===== src/rtl/find_sched_pkg.sv =====
`default_nettype none
// +----------------------------------------------------------------------+
// | find_sched_pkg                                                        |
// | Shared state encoding and result-entry sizing for the find scheduler. |
// | Revision: 1.0                                                         |
// +----------------------------------------------------------------------+
package find_sched_pkg;

    typedef enum logic [1:0] {
        ST_IDLE  = 2'd0,
        ST_CLEAR = 2'd1,
        ST_RUN   = 2'd2,
        ST_DONE  = 2'd3
    } state_t;

    function automatic int unit_width(input int units);
        return (units > 1) ? $clog2(units) : 1;
    endfunction

    // Result entry is packed {unit, seq, e}
    function automatic int res_width(input int units, input int seq_w, input int e_w);
        return unit_width(units) + seq_w + e_w;
    endfunction

endpackage
`default_nettype wire


===== src/rtl/find_sched_fifo.sv =====
`default_nettype none
// +----------------------------------------------------------------------+
// | find_sched_fifo                                                       |
// | First-word-fall-through result FIFO with flush and occupancy count.   |
// | Revision: 1.0                                                         |
// +----------------------------------------------------------------------+
module find_sched_fifo #(
    parameter int WIDTH = 8,
    parameter int DEPTH = 4
) (
    input  logic                     clk,
    input  logic                     rst_n,
    input  logic                     i_flush,
    input  logic                     i_push,
    input  logic [WIDTH-1:0]         i_data,
    input  logic                     i_pop,
    output logic [WIDTH-1:0]         o_data,
    output logic [$clog2(DEPTH):0]   o_count
);

    localparam int AW = $clog2(DEPTH);

    logic [WIDTH-1:0] r_mem [DEPTH];
    logic [AW-1:0]    r_wr_ptr;
    logic [AW-1:0]    r_rd_ptr;
    logic [AW:0]      r_count;
    logic             w_full;
    logic             w_empty;
    logic             w_push;
    logic             w_pop;

    assign w_full  = (r_count == (AW+1)'(DEPTH));
    assign w_empty = (r_count == '0);
    // Flush wins over any simultaneous push or pop
    assign w_push  = i_push && !w_full && !i_flush;
    assign w_pop   = i_pop && !w_empty && !i_flush;

    always_ff @(posedge clk or negedge rst_n) begin
        if (!rst_n) begin
            r_wr_ptr <= '0;
            r_rd_ptr <= '0;
            r_count  <= '0;
        end else if (i_flush) begin
            r_wr_ptr <= '0;
            r_rd_ptr <= '0;
            r_count  <= '0;
        end else begin
            if (w_push) r_wr_ptr <= r_wr_ptr + AW'(1);
            if (w_pop)  r_rd_ptr <= r_rd_ptr + AW'(1);
            case ({w_push, w_pop})
                2'b10:   r_count <= r_count + (AW+1)'(1);
                2'b01:   r_count <= r_count - (AW+1)'(1);
                default: r_count <= r_count;
            endcase
        end
    end

    always_ff @(posedge clk) begin
        if (w_push) r_mem[r_wr_ptr] <= i_data;
    end

    assign o_data  = w_empty ? '0 : r_mem[r_rd_ptr];
    assign o_count = r_count;

endmodule
`default_nettype wire


===== src/rtl/find_sched.sv =====
`default_nettype none
// +----------------------------------------------------------------------+
// | find_sched                                                            |
// | Round-robin collector of parallel find-unit results with best-energy. |
// | Revision: 1.0                                                         |
// +----------------------------------------------------------------------+
module find_sched
    import find_sched_pkg::*;
#(
    parameter int SEQ_WIDTH      = 8,
    parameter int E_WIDTH        = 16,
    parameter int PARALLEL_UNITS = 2,
    parameter int FIFO_DEPTH     = 4,
    parameter int CLEAR_CYCLES   = 2,
    parameter int CYC_WIDTH      = 32
) (
    input  logic                                                 wb_clk_i,
    input  logic                                                 wb_rst_ni,
    input  logic                                                 i_start,
    input  logic                                                 i_abort,
    input  logic [PARALLEL_UNITS-1:0]                            i_done,
    input  logic [PARALLEL_UNITS*SEQ_WIDTH-1:0]                  i_seq,
    input  logic [PARALLEL_UNITS*E_WIDTH-1:0]                    i_e,
    output logic                                                 o_unit_rst,
    output logic                                                 o_busy,
    output logic                                                 o_all_done,
    output logic [SEQ_WIDTH-1:0]                                 o_best_seq,
    output logic [E_WIDTH-1:0]                                   o_best_e,
    output logic [unit_width(PARALLEL_UNITS)-1:0]                o_best_unit,
    output logic [CYC_WIDTH-1:0]                                 o_cycles,
    output logic                                                 o_res_valid,
    input  logic                                                 i_res_ready,
    output logic [res_width(PARALLEL_UNITS, SEQ_WIDTH, E_WIDTH)-1:0] o_res_data
);

    localparam int UW    = unit_width(PARALLEL_UNITS);
    localparam int RW    = res_width(PARALLEL_UNITS, SEQ_WIDTH, E_WIDTH);
    localparam int CNT_W = $clog2(CLEAR_CYCLES + 1);
    localparam int FCW   = $clog2(FIFO_DEPTH) + 1;

    state_t                    r_state, w_state_nxt;
    logic [CNT_W-1:0]          r_clr_cnt;
    logic [PARALLEL_UNITS-1:0] r_collected;
    logic [UW-1:0]             r_rr_ptr;
    logic                      r_have_best;
    logic [SEQ_WIDTH-1:0]      r_best_seq;
    logic [E_WIDTH-1:0]        r_best_e;
    logic [UW-1:0]             r_best_unit;
    logic [CYC_WIDTH-1:0]      r_cycles;

    logic                      w_start_run;
    logic                      w_flush;
    logic [PARALLEL_UNITS-1:0] w_pending;
    logic [PARALLEL_UNITS-1:0] w_grant_vec;
    logic                      w_grant;
    logic [UW-1:0]             w_grant_idx;
    logic                      w_lo_hit, w_hi_hit;
    logic [UW-1:0]             w_lo_idx, w_hi_idx;
    logic [SEQ_WIDTH-1:0]      w_sel_seq;
    logic [E_WIDTH-1:0]        w_sel_e;
    logic [FCW-1:0]            w_fifo_count;
    logic                      w_fifo_full;

    assign w_fifo_full = (w_fifo_count == FCW'(FIFO_DEPTH));
    assign w_pending   = i_done & ~r_collected;

    // Round-robin: lowest pending index at or above the pointer, else lowest overall
    always_comb begin
        w_lo_hit    = 1'b0;
        w_hi_hit    = 1'b0;
        w_lo_idx    = '0;
        w_hi_idx    = '0;
        w_grant     = 1'b0;
        w_grant_idx = '0;
        w_grant_vec = '0;
        w_sel_seq   = '0;
        w_sel_e     = '0;
        for (int i = PARALLEL_UNITS - 1; i >= 0; i--) begin
            if (w_pending[i]) begin
                w_lo_hit = 1'b1;
                w_lo_idx = UW'(i);
                if (UW'(i) >= r_rr_ptr) begin
                    w_hi_hit = 1'b1;
                    w_hi_idx = UW'(i);
                end
            end
        end
        if (r_state == ST_RUN && !i_abort && !w_fifo_full && w_lo_hit) begin
            w_grant     = 1'b1;
            w_grant_idx = w_hi_hit ? w_hi_idx : w_lo_idx;
        end
        for (int i = 0; i < PARALLEL_UNITS; i++) begin
            if (w_grant && (w_grant_idx == UW'(i))) begin
                w_grant_vec[i] = 1'b1;
                w_sel_seq      = i_seq[i*SEQ_WIDTH +: SEQ_WIDTH];
                w_sel_e        = i_e[i*E_WIDTH +: E_WIDTH];
            end
        end
    end

    always_comb begin
        w_state_nxt = r_state;
        w_start_run = 1'b0;
        w_flush     = 1'b0;
        case (r_state)
            ST_IDLE: begin
                if (i_start && !i_abort) begin
                    w_state_nxt = ST_CLEAR;
                    w_start_run = 1'b1;
                end
            end
            ST_CLEAR: begin
                if (i_abort) begin
                    w_state_nxt = ST_IDLE;
                    w_flush     = 1'b1;
                end else if (r_clr_cnt == CNT_W'(CLEAR_CYCLES - 1)) begin
                    w_state_nxt = ST_RUN;
                end
            end
            ST_RUN: begin
                if (i_abort) begin
                    w_state_nxt = ST_IDLE;
                    w_flush     = 1'b1;
                end else if (&(r_collected | w_grant_vec)) begin
                    w_state_nxt = ST_DONE;
                end
            end
            ST_DONE: begin
                if (i_abort) begin
                    w_state_nxt = ST_IDLE;
                    w_flush     = 1'b1;
                end else if (i_start) begin
                    w_state_nxt = ST_CLEAR;
                    w_start_run = 1'b1;
                end
            end
            default: w_state_nxt = ST_IDLE;
        endcase
        if (w_start_run) w_flush = 1'b1;
    end

    always_ff @(posedge wb_clk_i or negedge wb_rst_ni) begin
        if (!wb_rst_ni) begin
            r_state     <= ST_IDLE;
            r_clr_cnt   <= '0;
            r_collected <= '0;
            r_rr_ptr    <= '0;
            r_have_best <= 1'b0;
            r_best_seq  <= '0;
            r_best_e    <= '0;
            r_best_unit <= '0;
            r_cycles    <= '0;
        end else begin
            r_state   <= w_state_nxt;
            r_clr_cnt <= (r_state == ST_CLEAR) ? r_clr_cnt + CNT_W'(1) : '0;
            if (w_start_run) begin
                r_collected <= '0;
                r_rr_ptr    <= '0;
                r_have_best <= 1'b0;
                r_best_seq  <= '0;
                r_best_e    <= '0;
                r_best_unit <= '0;
                r_cycles    <= '0;
            end else begin
                if (r_state == ST_RUN && r_cycles != '1) r_cycles <= r_cycles + CYC_WIDTH'(1);
                if (w_grant) begin
                    r_collected <= r_collected | w_grant_vec;
                    r_rr_ptr    <= (w_grant_idx == UW'(PARALLEL_UNITS - 1)) ? '0
                                                                             : w_grant_idx + UW'(1);
                    // Strict less-than: an equal energy keeps the earlier capture
                    if (!r_have_best || (w_sel_e < r_best_e)) begin
                        r_have_best <= 1'b1;
                        r_best_seq  <= w_sel_seq;
                        r_best_e    <= w_sel_e;
                        r_best_unit <= w_grant_idx;
                    end
                end
            end
        end
    end

    find_sched_fifo #(
        .WIDTH (RW),
        .DEPTH (FIFO_DEPTH)
    ) u_fifo (
        .clk     (wb_clk_i),
        .rst_n   (wb_rst_ni),
        .i_flush (w_flush),
        .i_push  (w_grant),
        .i_data  ({w_grant_idx, w_sel_seq, w_sel_e}),
        .i_pop   (i_res_ready),
        .o_data  (o_res_data),
        .o_count (w_fifo_count)
    );

    assign o_unit_rst  = (r_state == ST_IDLE) || (r_state == ST_CLEAR);
    assign o_busy      = (r_state == ST_CLEAR) || (r_state == ST_RUN);
    assign o_all_done  = (r_state == ST_DONE);
    assign o_best_seq  = r_best_seq;
    assign o_best_e    = r_best_e;
    assign o_best_unit = r_best_unit;
    assign o_cycles    = r_cycles;
    assign o_res_valid = (w_fifo_count != '0);

endmodule
`default_nettype wire

===== config.mk =====
export PLATFORM = sky130hd
export DESIGN_NAME = find_sched
export DESIGN_NICKNAME = d
export VERILOG_FILES = /design/src/rtl/find_sched_pkg.sv /design/src/rtl/find_sched_fifo.sv /design/src/rtl/find_sched.sv
export SDC_FILE = /design/constraint.sdc
export NUM_CORES = 1
export LEC_CHECK = 0
export BUFFER_PORTS_ARGS = -buffer_cell sky130_fd_sc_hd__buf_4
export CAP_MARGIN = 25
export CORE_ASPECT_RATIO = 0.5
export CORE_MARGIN = 2
export CORE_UTILIZATION = 45
export DETAILED_ROUTE_END_ITERATION = 10
export GPL_TIMING_DRIVEN = 0
export PLACE_DENSITY = 0.69
export SLEW_MARGIN = 20
export SYNTH_ARGS = -nofsm -noshare
export SYNTH_HDL_FRONTEND = slang
export SYNTH_SLANG_ARGS = --single-unit

===== constraint.sdc =====
create_clock -name wb_clk_i -period 3.45 [get_ports wb_clk_i]
set_input_delay 0.1725 -clock wb_clk_i [delete_from_list [all_inputs] [get_ports wb_clk_i]]
set_output_delay 0.1725 -clock wb_clk_i [all_outputs]
set_load 0.005 [all_outputs]

==> flow_summary.toml <==
[global_routing]
overflow = 0
grt_pass1_vias = 5817
grt_pass1_wl_mm = 30.71
antenna_found_initial = 0
grt_util_all_layers = 0.2087
grt_max_degree = 73

[floorplanning]
die_area_um2 = 19280
rows = 34
die_x_um = 194.4
start_util = 0.4642
die_y_um = 99.19
core_area_um2 = 17570
io_pins = 141

[place]
hpwl_mm = 13.38
dp_slack_ns = -0.6895
io_buffer_count = 140
dpl_cell_area_um2 = 9504
numPlacedInstances = 991
routabilityCongestion = 0.7940

[drt]
drc = 2
post_drt_wl_per_cell_um = 18.51
ant_nets = 0
via_per_inst = 5.439
first_pass_iters = 8
drt-initial-drc-count = 352
drt_wl_total_mm = 19.24
via_count = 5651

[sta]
fin_crit_sh = 0.9674
min_period_ns = 3.337
hold_violations = 0
worstMarginPinSlew_ns = 0.7163
max_freq_mhz = 299.6
finalClockSkew_ns = 0.007116
relSlewSlack = 0.5225
setup_slack_ns = 0.1125
drv_slew = 0
finalSetupViolCount = 0

[setup_path]
critPathBufInv = 3
r2r_start = "r_state[0]"
crit_required_ns = 3.81
arrival_ns = 3.70
crit_chain = "inv_2 -> ha_4 -> nand2b_4 -> nor4_4 -> buf_6 -> a22o_1 -> ha_1 -> a21oi_1 -> o21ai_0 -> a21oi_2 -> a221oi_4 -> nor2_4 -> buf_6 -> o21ai_2"
path_delay_family = "compound AO/OA/AOI/OAI gates"
path_common_cell = "buf_6"
startpoint = "r_state[0]"
slowest_stage = "a221oi_4"
critPathMaxStageDelay_ns = 0.44
path_max_fanout = 10
cp-start-kind = "register"
end_kind = "register"
critical_path_depth = 14
worst_r2r_path_depth = 14
worstSetupPathType = "register to register"

[min_path]
min_from = "i_abort"
hold_depth = 4
hold_path.class = "primary input to register"

[synth]
post_synth.cell_area_avg_um2 = 13.22
synth_most_common_cell = "edfxtp_1"
yosysTopAreaCell = "edfxtp_1"
yosysSeqAreaShare = 0.5891
ys_types = 60
ys_ff_latch = 172
synth_edf_count = 100
synthArstFlopShare = 0.4186
synth_warnings = 0
synth_nets = 699
syn-instance-count = 617
synth_top_area_share = 0.3682
ys_top_cells_by_area = "edfxtp_1 37%, dfrtp_1 22%, mux4_2 6.9%"
synthTopCellsByCount = "100 x edfxtp_1, 72 x dfrtp_1, 49 x nor2_1"
syn_area_um2 = 8155
ys.flop_type = "edfxtp_1"

[cts]
cts_tree = "done"
clk_latency_ns = 0.43
ctsRootBufferMaster = "clkbuf_16"
clkSinkCount = 172
clk_pin_slew_ns = 0.07
ctsLongestPathBuffers = 2
numCtsBuffers = 17
cts-htree-levels = 4

[pwr]
finalPower_mw = 7.076
ir_drop_mv = 0.4064
p_leak_nw = 4.308
power_density_nw_per_um2 = 685.9

[final_layout]
fin_util = 0.5872
final_area_um2 = 10320
instances_no_fill = 1039
fin_nets = 874
antenna_cells = 0
syn_to_final_growth_pct = 26.50
final_layout_size_suffix_gt1_frac = 0.3429

[run_status]
violations = "design-rule violations"
status = "finished with violations"

[job]
maxCapViolations = 0
kinds of logic after synthesis:
group | share of synthesized area
compound gates | 0.09328
fa+ha+maj | 0.04234
flops | 0.5891
xor+xnor | 0.03222
buf+inv | 0.02838
simple gates | 0.1419
mux | 0.07272
layout by cell type (no fill, tap or decap), drive strengths merged, types with 25 or more instances in the layout:
cell type and instances:
buf 171, edfxtp 100, dfrtp 72, nor2 51
o21ai 49, inv 33, clkbuf 30, and2 27
nand4 27, ha 26, mux4 25, nand3 25
registers in the layout (all words and copies together), names as in the netlist:
name,count
o_best_e,16
o_best_seq,8
o_best_unit,1
o_cycles,32
r_clr_cnt,2
r_collected,2
r_have_best,1
r_rr_ptr,1
r_state,2
u_fifo.o_count,3
u_fifo.r_mem,100
u_fifo.r_rd_ptr,2
u_fifo.r_wr_ptr,2
stage by stage:
step	setup TNS, ns	hold WS [ns]
after CTS	0	0.06955
final	0	0.08981
after global routing	-0.2107	0.08282
after global placement	-14.38	0.3773
after floorplan	0	-0.1231
after detailed placement	-15.55	0.3829
path summary, 6_finish.rpt:
check,slack (ns),to
min in group asynchronous,0.20,o_cycles[24]
worst max register to register,0.11,o_best_e[6]
worst min register to register,0.44,r_clr_cnt[0]
max in group asynchronous,2.70,o_best_seq[6]
worst min-delay path,0.09,r_state[1]
worst max-delay path,0.11,o_best_e[6]
worst reg2reg max path, delay by kind of cell, from the launching register on:
family,cells,cell delay [ns]
compound gates,6,1.24
simple gates,3,0.65
buf+inv,3,0.52
fa+ha+maj,2,0.46
flops,1,0.41
cell type report:
type / count / area [um2]
fillers: 1425 / 7253
flip-flops and latches: 172 / 4805
multi-input cells: 391 / 3216
repair buffers: 158 / 1209
clock buffers: 21 / 440.4
well taps: 234 / 292.8
plain buffers: 23 / 135.1
clock inverters: 11 / 110.1
inverters: 29 / 108.9
routing by layer:
metal  GRT usage  up-vias  wire length, um
li1            -     2647                -
met1      0.2799     2837             8690
met2      0.3401      144             9207
met4     0.07574        0              329
met5           0        -                0
met3     0.04578       23             1009
power breakdown:
group	leakage, nW	switching, mW	internal (mW)
logic	2.08	1.25	1.18
clock network	0.266	0.819	1.01
registers	1.96	0.324	2.50
repair_timing:
item                                   in CTS  in global routing
setup endpoints to repair                  26                 27
hold buffers                                1                  0
pin swaps                                   4                  2
resized for setup                          15                 22
setup buffers                              10                  6
endpoints found under the hold margin      72                  0
Power figures use the tool's default switching activity.
